`src/rtl/axis_size_check_slice.sv`:
```
// 512-bit AXI-Stream register slice: two-entry skid buffer, packet framing and tuser size check.
// Build macro SIZE_CHECK_CNT_SAT_EN: statistics counters saturate at all-ones instead of wrapping.
module axis_size_check_slice #(
    parameter  int unsigned CNT_W      = 32,
    parameter  int unsigned BYTE_CNT_W = 48,
    localparam int unsigned DATA_W     = 512,
    localparam int unsigned KEEP_W     = 64,
    localparam int unsigned USER_W     = 48
) (
    input  logic                  axis_aclk,
    input  logic                  mod_rstn,
    input  logic                  s_axis_tvalid,
    input  logic [DATA_W-1:0]     s_axis_tdata,
    input  logic [KEEP_W-1:0]     s_axis_tkeep,
    input  logic                  s_axis_tlast,
    input  logic [USER_W-1:0]     s_axis_tuser,
    output logic                  s_axis_tready,
    output logic                  m_axis_tvalid,
    output logic [DATA_W-1:0]     m_axis_tdata,
    output logic [KEEP_W-1:0]     m_axis_tkeep,
    output logic                  m_axis_tlast,
    output logic [USER_W-1:0]     m_axis_tuser,
    input  logic                  m_axis_tready,
    input  logic                  stats_clr,
    output logic [CNT_W-1:0]      pkt_cnt,
    output logic [BYTE_CNT_W-1:0] byte_cnt,
    output logic [CNT_W-1:0]      size_err_cnt,
    output logic                  size_err
);

    localparam int unsigned SIZE_W = 16;
    localparam int unsigned BCNT_W = 7;

    typedef struct packed {
        logic [DATA_W-1:0] data;
        logic [KEEP_W-1:0] keep;
        logic              last;
        logic [USER_W-1:0] user;
    } beat_t;

    typedef enum logic {ST_FIRST = 1'b0, ST_BODY = 1'b1} state_t;

    function automatic logic [BCNT_W-1:0] popcount(input logic [KEEP_W-1:0] k);
        logic [BCNT_W-1:0] c;
        c = '0;
        for (int i = 0; i < KEEP_W; i++) c = c + BCNT_W'(k[i]);
        return c;
    endfunction

    beat_t                 in_beat, main_q, main_d, skid_q, skid_d;
    logic                  m_valid_q, m_valid_d, skid_valid_q, skid_valid_d;
    logic                  s_tready_q, s_tready_d;
    state_t                state_q, state_d;
    logic [SIZE_W-1:0]     acc_q, acc_d, size_ref_q, size_ref_d;
    logic                  acc_ovf_q, acc_ovf_d;
    logic [CNT_W-1:0]      pkt_cnt_q, pkt_cnt_d, err_cnt_q, err_cnt_d;
    logic [BYTE_CNT_W-1:0] byte_cnt_q, byte_cnt_d;
    logic                  size_err_q, size_err_d;

    logic                  accept, main_free, eval, mismatch, ovf_base, acc_ovf_cur;
    logic [BCNT_W-1:0]     beat_bytes, byte_inc;
    logic [SIZE_W:0]       acc_sum;
    logic [SIZE_W-1:0]     acc_cur, size_ref_cur;
    logic [CNT_W-1:0]      pkt_base, err_base;
    logic [BYTE_CNT_W-1:0] byte_base;
`ifdef SIZE_CHECK_CNT_SAT_EN
    logic [CNT_W:0]        pkt_sum, err_sum;
    logic [BYTE_CNT_W:0]   byte_sum;
`endif

    // Skid buffer: main feeds the output, skid absorbs the one beat in flight when ready drops.
    always_comb begin
        in_beat.data = s_axis_tdata;
        in_beat.keep = s_axis_tkeep;
        in_beat.last = s_axis_tlast;
        in_beat.user = s_axis_tuser;
        accept       = s_axis_tvalid && s_tready_q;
        main_free    = !m_valid_q || m_axis_tready;
        main_d       = main_q;
        m_valid_d    = m_valid_q;
        skid_d       = skid_q;
        skid_valid_d = skid_valid_q;
        if (main_free) begin
            if (skid_valid_q) begin
                main_d       = skid_q;
                m_valid_d    = 1'b1;
                skid_valid_d = 1'b0;
            end else if (accept) begin
                main_d    = in_beat;
                m_valid_d = 1'b1;
            end else begin
                m_valid_d = 1'b0;
            end
        end else if (accept) begin
            skid_d       = in_beat;
            skid_valid_d = 1'b1;
        end
        s_tready_d = !skid_valid_d;
    end

    // Framing and size check; the overflow flag makes any packet above 65535 bytes a mismatch.
    always_comb begin
        beat_bytes = popcount(s_axis_tkeep);
        state_d    = state_q;
        acc_d      = acc_q;
        acc_ovf_d  = acc_ovf_q;
        size_ref_d = size_ref_q;
        eval       = 1'b0;
        if (state_q == ST_FIRST) begin
            acc_sum      = (SIZE_W+1)'(beat_bytes);
            ovf_base     = 1'b0;
            size_ref_cur = s_axis_tuser[SIZE_W-1:0];
        end else begin
            acc_sum      = {1'b0, acc_q} + (SIZE_W+1)'(beat_bytes);
            ovf_base     = acc_ovf_q;
            size_ref_cur = size_ref_q;
        end
        acc_ovf_cur = ovf_base || acc_sum[SIZE_W];
        acc_cur     = acc_sum[SIZE_W] ? '1 : acc_sum[SIZE_W-1:0];
        mismatch    = acc_ovf_cur || (acc_cur != size_ref_cur) || (size_ref_cur == '0);
        if (accept) begin
            acc_d      = acc_cur;
            acc_ovf_d  = acc_ovf_cur;
            size_ref_d = size_ref_cur;
            eval       = s_axis_tlast;
            state_d    = s_axis_tlast ? ST_FIRST : ST_BODY;
        end
    end

    // Statistics: a clear zeroes the base, any same-cycle increment lands on top of it.
    always_comb begin
        pkt_base   = stats_clr ? '0 : pkt_cnt_q;
        err_base   = stats_clr ? '0 : err_cnt_q;
        byte_base  = stats_clr ? '0 : byte_cnt_q;
        byte_inc   = accept ? beat_bytes : '0;
        size_err_d = eval && mismatch;
`ifdef SIZE_CHECK_CNT_SAT_EN
        pkt_sum    = {1'b0, pkt_base} + (CNT_W+1)'(eval);
        err_sum    = {1'b0, err_base} + (CNT_W+1)'(size_err_d);
        byte_sum   = {1'b0, byte_base} + (BYTE_CNT_W+1)'(byte_inc);
        pkt_cnt_d  = pkt_sum[CNT_W] ? '1 : pkt_sum[CNT_W-1:0];
        err_cnt_d  = err_sum[CNT_W] ? '1 : err_sum[CNT_W-1:0];
        byte_cnt_d = byte_sum[BYTE_CNT_W] ? '1 : byte_sum[BYTE_CNT_W-1:0];
`else
        pkt_cnt_d  = pkt_base + CNT_W'(eval);
        err_cnt_d  = err_base + CNT_W'(size_err_d);
        byte_cnt_d = byte_base + BYTE_CNT_W'(byte_inc);
`endif
    end

    always_ff @(posedge axis_aclk) begin
        if (!mod_rstn) begin
            m_valid_q    <= 1'b0;
            skid_valid_q <= 1'b0;
            s_tready_q   <= 1'b0;
            state_q      <= ST_FIRST;
            acc_q        <= '0;
            acc_ovf_q    <= 1'b0;
            size_ref_q   <= '0;
            pkt_cnt_q    <= '0;
            err_cnt_q    <= '0;
            byte_cnt_q   <= '0;
            size_err_q   <= 1'b0;
        end else begin
            m_valid_q    <= m_valid_d;
            skid_valid_q <= skid_valid_d;
            s_tready_q   <= s_tready_d;
            state_q      <= state_d;
            acc_q        <= acc_d;
            acc_ovf_q    <= acc_ovf_d;
            size_ref_q   <= size_ref_d;
            pkt_cnt_q    <= pkt_cnt_d;
            err_cnt_q    <= err_cnt_d;
            byte_cnt_q   <= byte_cnt_d;
            size_err_q   <= size_err_d;
        end
    end

    // Payload registers carry no reset; their contents only matter while the matching valid is set.
    always_ff @(posedge axis_aclk) begin
        main_q <= main_d;
        skid_q <= skid_d;
    end

    assign s_axis_tready = s_tready_q;
    assign m_axis_tvalid = m_valid_q;
    assign m_axis_tdata  = main_q.data;
    assign m_axis_tkeep  = main_q.keep;
    assign m_axis_tlast  = main_q.last;
    assign m_axis_tuser  = main_q.user;
    assign pkt_cnt       = pkt_cnt_q;
    assign byte_cnt      = byte_cnt_q;
    assign size_err_cnt  = err_cnt_q;
    assign size_err      = size_err_q;

endmodule

```
`config.mk`:
```
export PLATFORM = sky130hd
export DESIGN_NAME = axis_size_check_slice
export DESIGN_NICKNAME = d
export VERILOG_FILES = /design/src/rtl/axis_size_check_slice.sv
export SDC_FILE = /design/constraint.sdc
export NUM_CORES = 1
export LEC_CHECK = 0
export BUFFER_PORTS_ARGS = -buffer_cell sky130_fd_sc_hd__buf_4
export CORE_AREA = 2 2 536 538
export CTS_BUF_LIST = sky130_fd_sc_hd__clkbuf_8
export DETAILED_ROUTE_END_ITERATION = 7
export DIE_AREA = 0 0 538 540
export GPL_ROUTABILITY_DRIVEN = 0
export HOLD_SLACK_MARGIN = 0.06
export PLACE_DENSITY = 0.45
export SLEW_MARGIN = 0
export SYNTH_ARGS = -nofsm -noshare
export SYNTH_HDL_FRONTEND = slang
export SYNTH_SLANG_ARGS = --single-unit
```
`constraint.sdc`:
```
create_clock -name axis_aclk -period 69 [get_ports axis_aclk]
set_input_delay 3.45 -clock axis_aclk [delete_from_list [all_inputs] [get_ports axis_aclk]]
set_output_delay 3.45 -clock axis_aclk [all_outputs]
set_load 0.005 [all_outputs]
```
==> flow_summary.toml <==
[status]
outcome = "complete, no violations"

[cells_and_area]
area_growth_pct = 37.14
fin_area_sq_um = 74550
fin_util_pct = 26.21
n_fill_cell = 29550
layout-drive-gt1-share_pct = 48.08
fin_nets = 5436

[logic_synthesis]
ys_ff_latch = 1400
synthAdderAreaFrac_pct = 2.822
async_reset_ff_share_pct = 0
yosysWarnings = 0
synth.area.mux_share_pct = 12.12
synthCells = 3146
synth_compound_area_share_pct = 2.255
netlist_area_sq_um = 54360
synth.avg_cell_area_sq_um = 17.28
synth_top_family_by_area = "multiplexers"
synth-main-ff-cell = "edfxtp_1"
synth_nets = 3865
yosysUniqueCellTypes = 69
synth-xor-area-share_pct = 1.724
synth-simple-area-share_pct = 4.875
ys_seq_area_share_pct = 74.57
synth_edf_count = 1250

[clock_tree]
cts_resized = 0
cts_root_buf = "clkbuf_8"
clkLatencyLatePin_ps = 950
cts_made_buffers = 278
clk_pin_slew_ps = 60
ctsHtreeMaxLevel = 5
hold_buffers = 0
clkSinkCount = 1400
cts_buffer_depth = 4
post_cts_buffers = 0
cts_tree = "done"

[sta]
fin_crit_sh_pct = 18.97
rsz0062_at_grt = "false"
final_hold_viol_count = 0
finalMaxSlewViolations = 0
fin_ws_ps = 55910
slew_headroom_pct = 23.35
finalSetupViolCount = 0
final.setup_skew_ps = 49.11
min_period_ps = 13090
worst_slew_pin_slew_ps = 1150
tns_ps = 0
max_freq_ghz = 0.07640

[setup_path]
slowest_delay_ps = 820
path_class = "input pin to register"
arrival_ps = 13960
crit_fanout = 12
worstSetupStartpointType = "input pin"
crit_top_cell = "fa_1"
critPathSlowestCell = "fa_1"
end_kind = "register"
worstPathRequired_ps = 69870

[drt]
dr.pass1.iters = 5
drt_iter0_drc = 2326
wl_mm = 225.0
route.detailed.drc = 0
wire_per_inst_um = 25.85
vias = 34410
vias_per_cell = 3.953
ant_nets = 0

[global_route]
grt_pass1_wl_mm = 300.1
grt_pass1_vias = 34950
grt_overflow = 0
antenna_found_initial = 105
grt_usage_pct = 14.80
grt_max_degree = 158

[power_and_ir_drop]
power_density_nw_per_um2 = 37.67
peakVddDrop_v = 0.0001150
power.leakage_nw = 27.21

[die]
ioPinCount = 1370
die_w_um = 538
rows = 196
die_h_um = 540
dieArea_sq_um = 290500
initial_core_util_pct = 19.11
core_area_sq_um = 284500

[hold_path]
hp-class = "register to register"

[placed_design]
place_ws_ps = 55020
hpwl_mm = 172.1
postPlaceCellArea_sq_um = 69260
port_buffers = 1369

[run]
max_cap_viol_count = 0
## per-layer routing
metal	wire, um	vias up	GRT usage (%)	share of wire [%]
li1	-	15040	-	-
met1	90440	17280	17.84	40
met2	106500	1595	24.42	47
met3	21350	461	5.379	9.5
met4	6455	34	4.593	2.9
met5	224	-	0	0.10
## cell type report
cell class              instances  area (sq um)  area share [%]
clock inverters               197          1247           1.673
inverters                     114         427.9          0.5740
clock buffers                 291          4005           5.372
flip-flops and latches       1400         40540           54.38
repair buffers               1407         10630           14.25
diodes                         17         42.54         0.05706
multi-input cells            1516         12960           17.38
well taps                    3762          4707           6.314
## power by group
group | internal [mW] | switching [mW] | leakage (nW) | total [mW]
logic | 0.424 | 0.591 | 11.5 | 1.02
clock network | 0.430 | 0.399 | 2.98 | 0.829
registers | 0.954 | 0.0106 | 12.7 | 0.964
## cells in the mapped netlist, types with 25 or more instances
master | count | share of area [%]
ha_1 | 33 | 0.76
mux2_2 | 580 | 12
o21ai_0 | 88 | 0.81
nand2b_1 | 25 | 0.29
edfxtp_1 | 1250 | 69
nor2b_1 | 36 | 0.41
xnor2_1 | 60 | 0.97
nand2_1 | 148 | 1.0
xor2_1 | 47 | 0.76
dfxtp_1 | 150 | 5.5
a21oi_1 | 63 | 0.58
nand3_1 | 37 | 0.34
nor2_1 | 131 | 0.90
inv_1 | 112 | 0.77
clkbuf_1 | 106 | 0.73
fa_1 | 56 | 2.1
## critical path: cells and delay by family
kind            cells  cell delay (ps)
fa+ha+maj          12             5480
buf+inv             6              460
compound gates     10             2010
xor+xnor            2              520
simple gates        6             2040
## stage by stage
stage | hold WS, ps | power (mW) | instances
2_1_floorplan | 436.3 | 1.724 | 3146
3_3_place_gp | 454.7 | 1.978 | 8199
3_5_place_dp | 465.5 | 1.989 | 8199
4_1_cts | 473.0 | 2.846 | 8687
5_1_grt | 499.5 | 3.001 | 8693
6_report | 463.8 | 2.809 | 8704
## registers in the layout, summed over array words and instances (netlist names), 16 cells and up
register / flops
acc_q: 16
byte_cnt: 48
m_axis_tdata: 512
m_axis_tkeep: 64
m_axis_tuser: 48
pkt_cnt: 32
size_err_cnt: 32
size_ref_q: 16
skid_q: 625
## cell families after synthesis
| logic type | Yosys count |
|---|---|
| DFF | 1400 |
| muxes | 586 |
| and+or+nand+nor | 527 |
| buffers and inverters | 230 |
| AOI/OAI and AO/OA | 207 |
| xor gates and xnor gates | 107 |
| adders and majority gates | 89 |
## cell usage in the layout, fill, tap and decap left out, drive strengths merged, types with 7 or more instances in the layout
cell type and instances:
and2 17, nand2b 25, inv 214, a31oi 7, diode 17, bufinv 9
nor2b 36, o21ai 89, and3 16, buf 1407, nand4 24, a21o 10
xor2 47, dfxtp 150, nor2 132, nor3 26, nand3 37, clkbuf 291
fa 56, clkinv 83, xnor2 60, edfxtp 1250, a21oi 64, or3 18
nor3b 11, nor4 15, mux2 580, a211oi 9, nand2 148, ha 33
## final timing paths
path / from / to / slack, ps / cells after the start
max: s_axis_tkeep[5] / size_err_cnt[28] / 55910 / 36
min: size_ref_q[0] / size_ref_q[0] / 460 / 2
max reg2reg: acc_q[0] / size_err_cnt[28] / 63790 / 19
min reg2reg: size_ref_q[0] / size_ref_q[0] / 460 / 2
(Power assumes the default switching activity.)
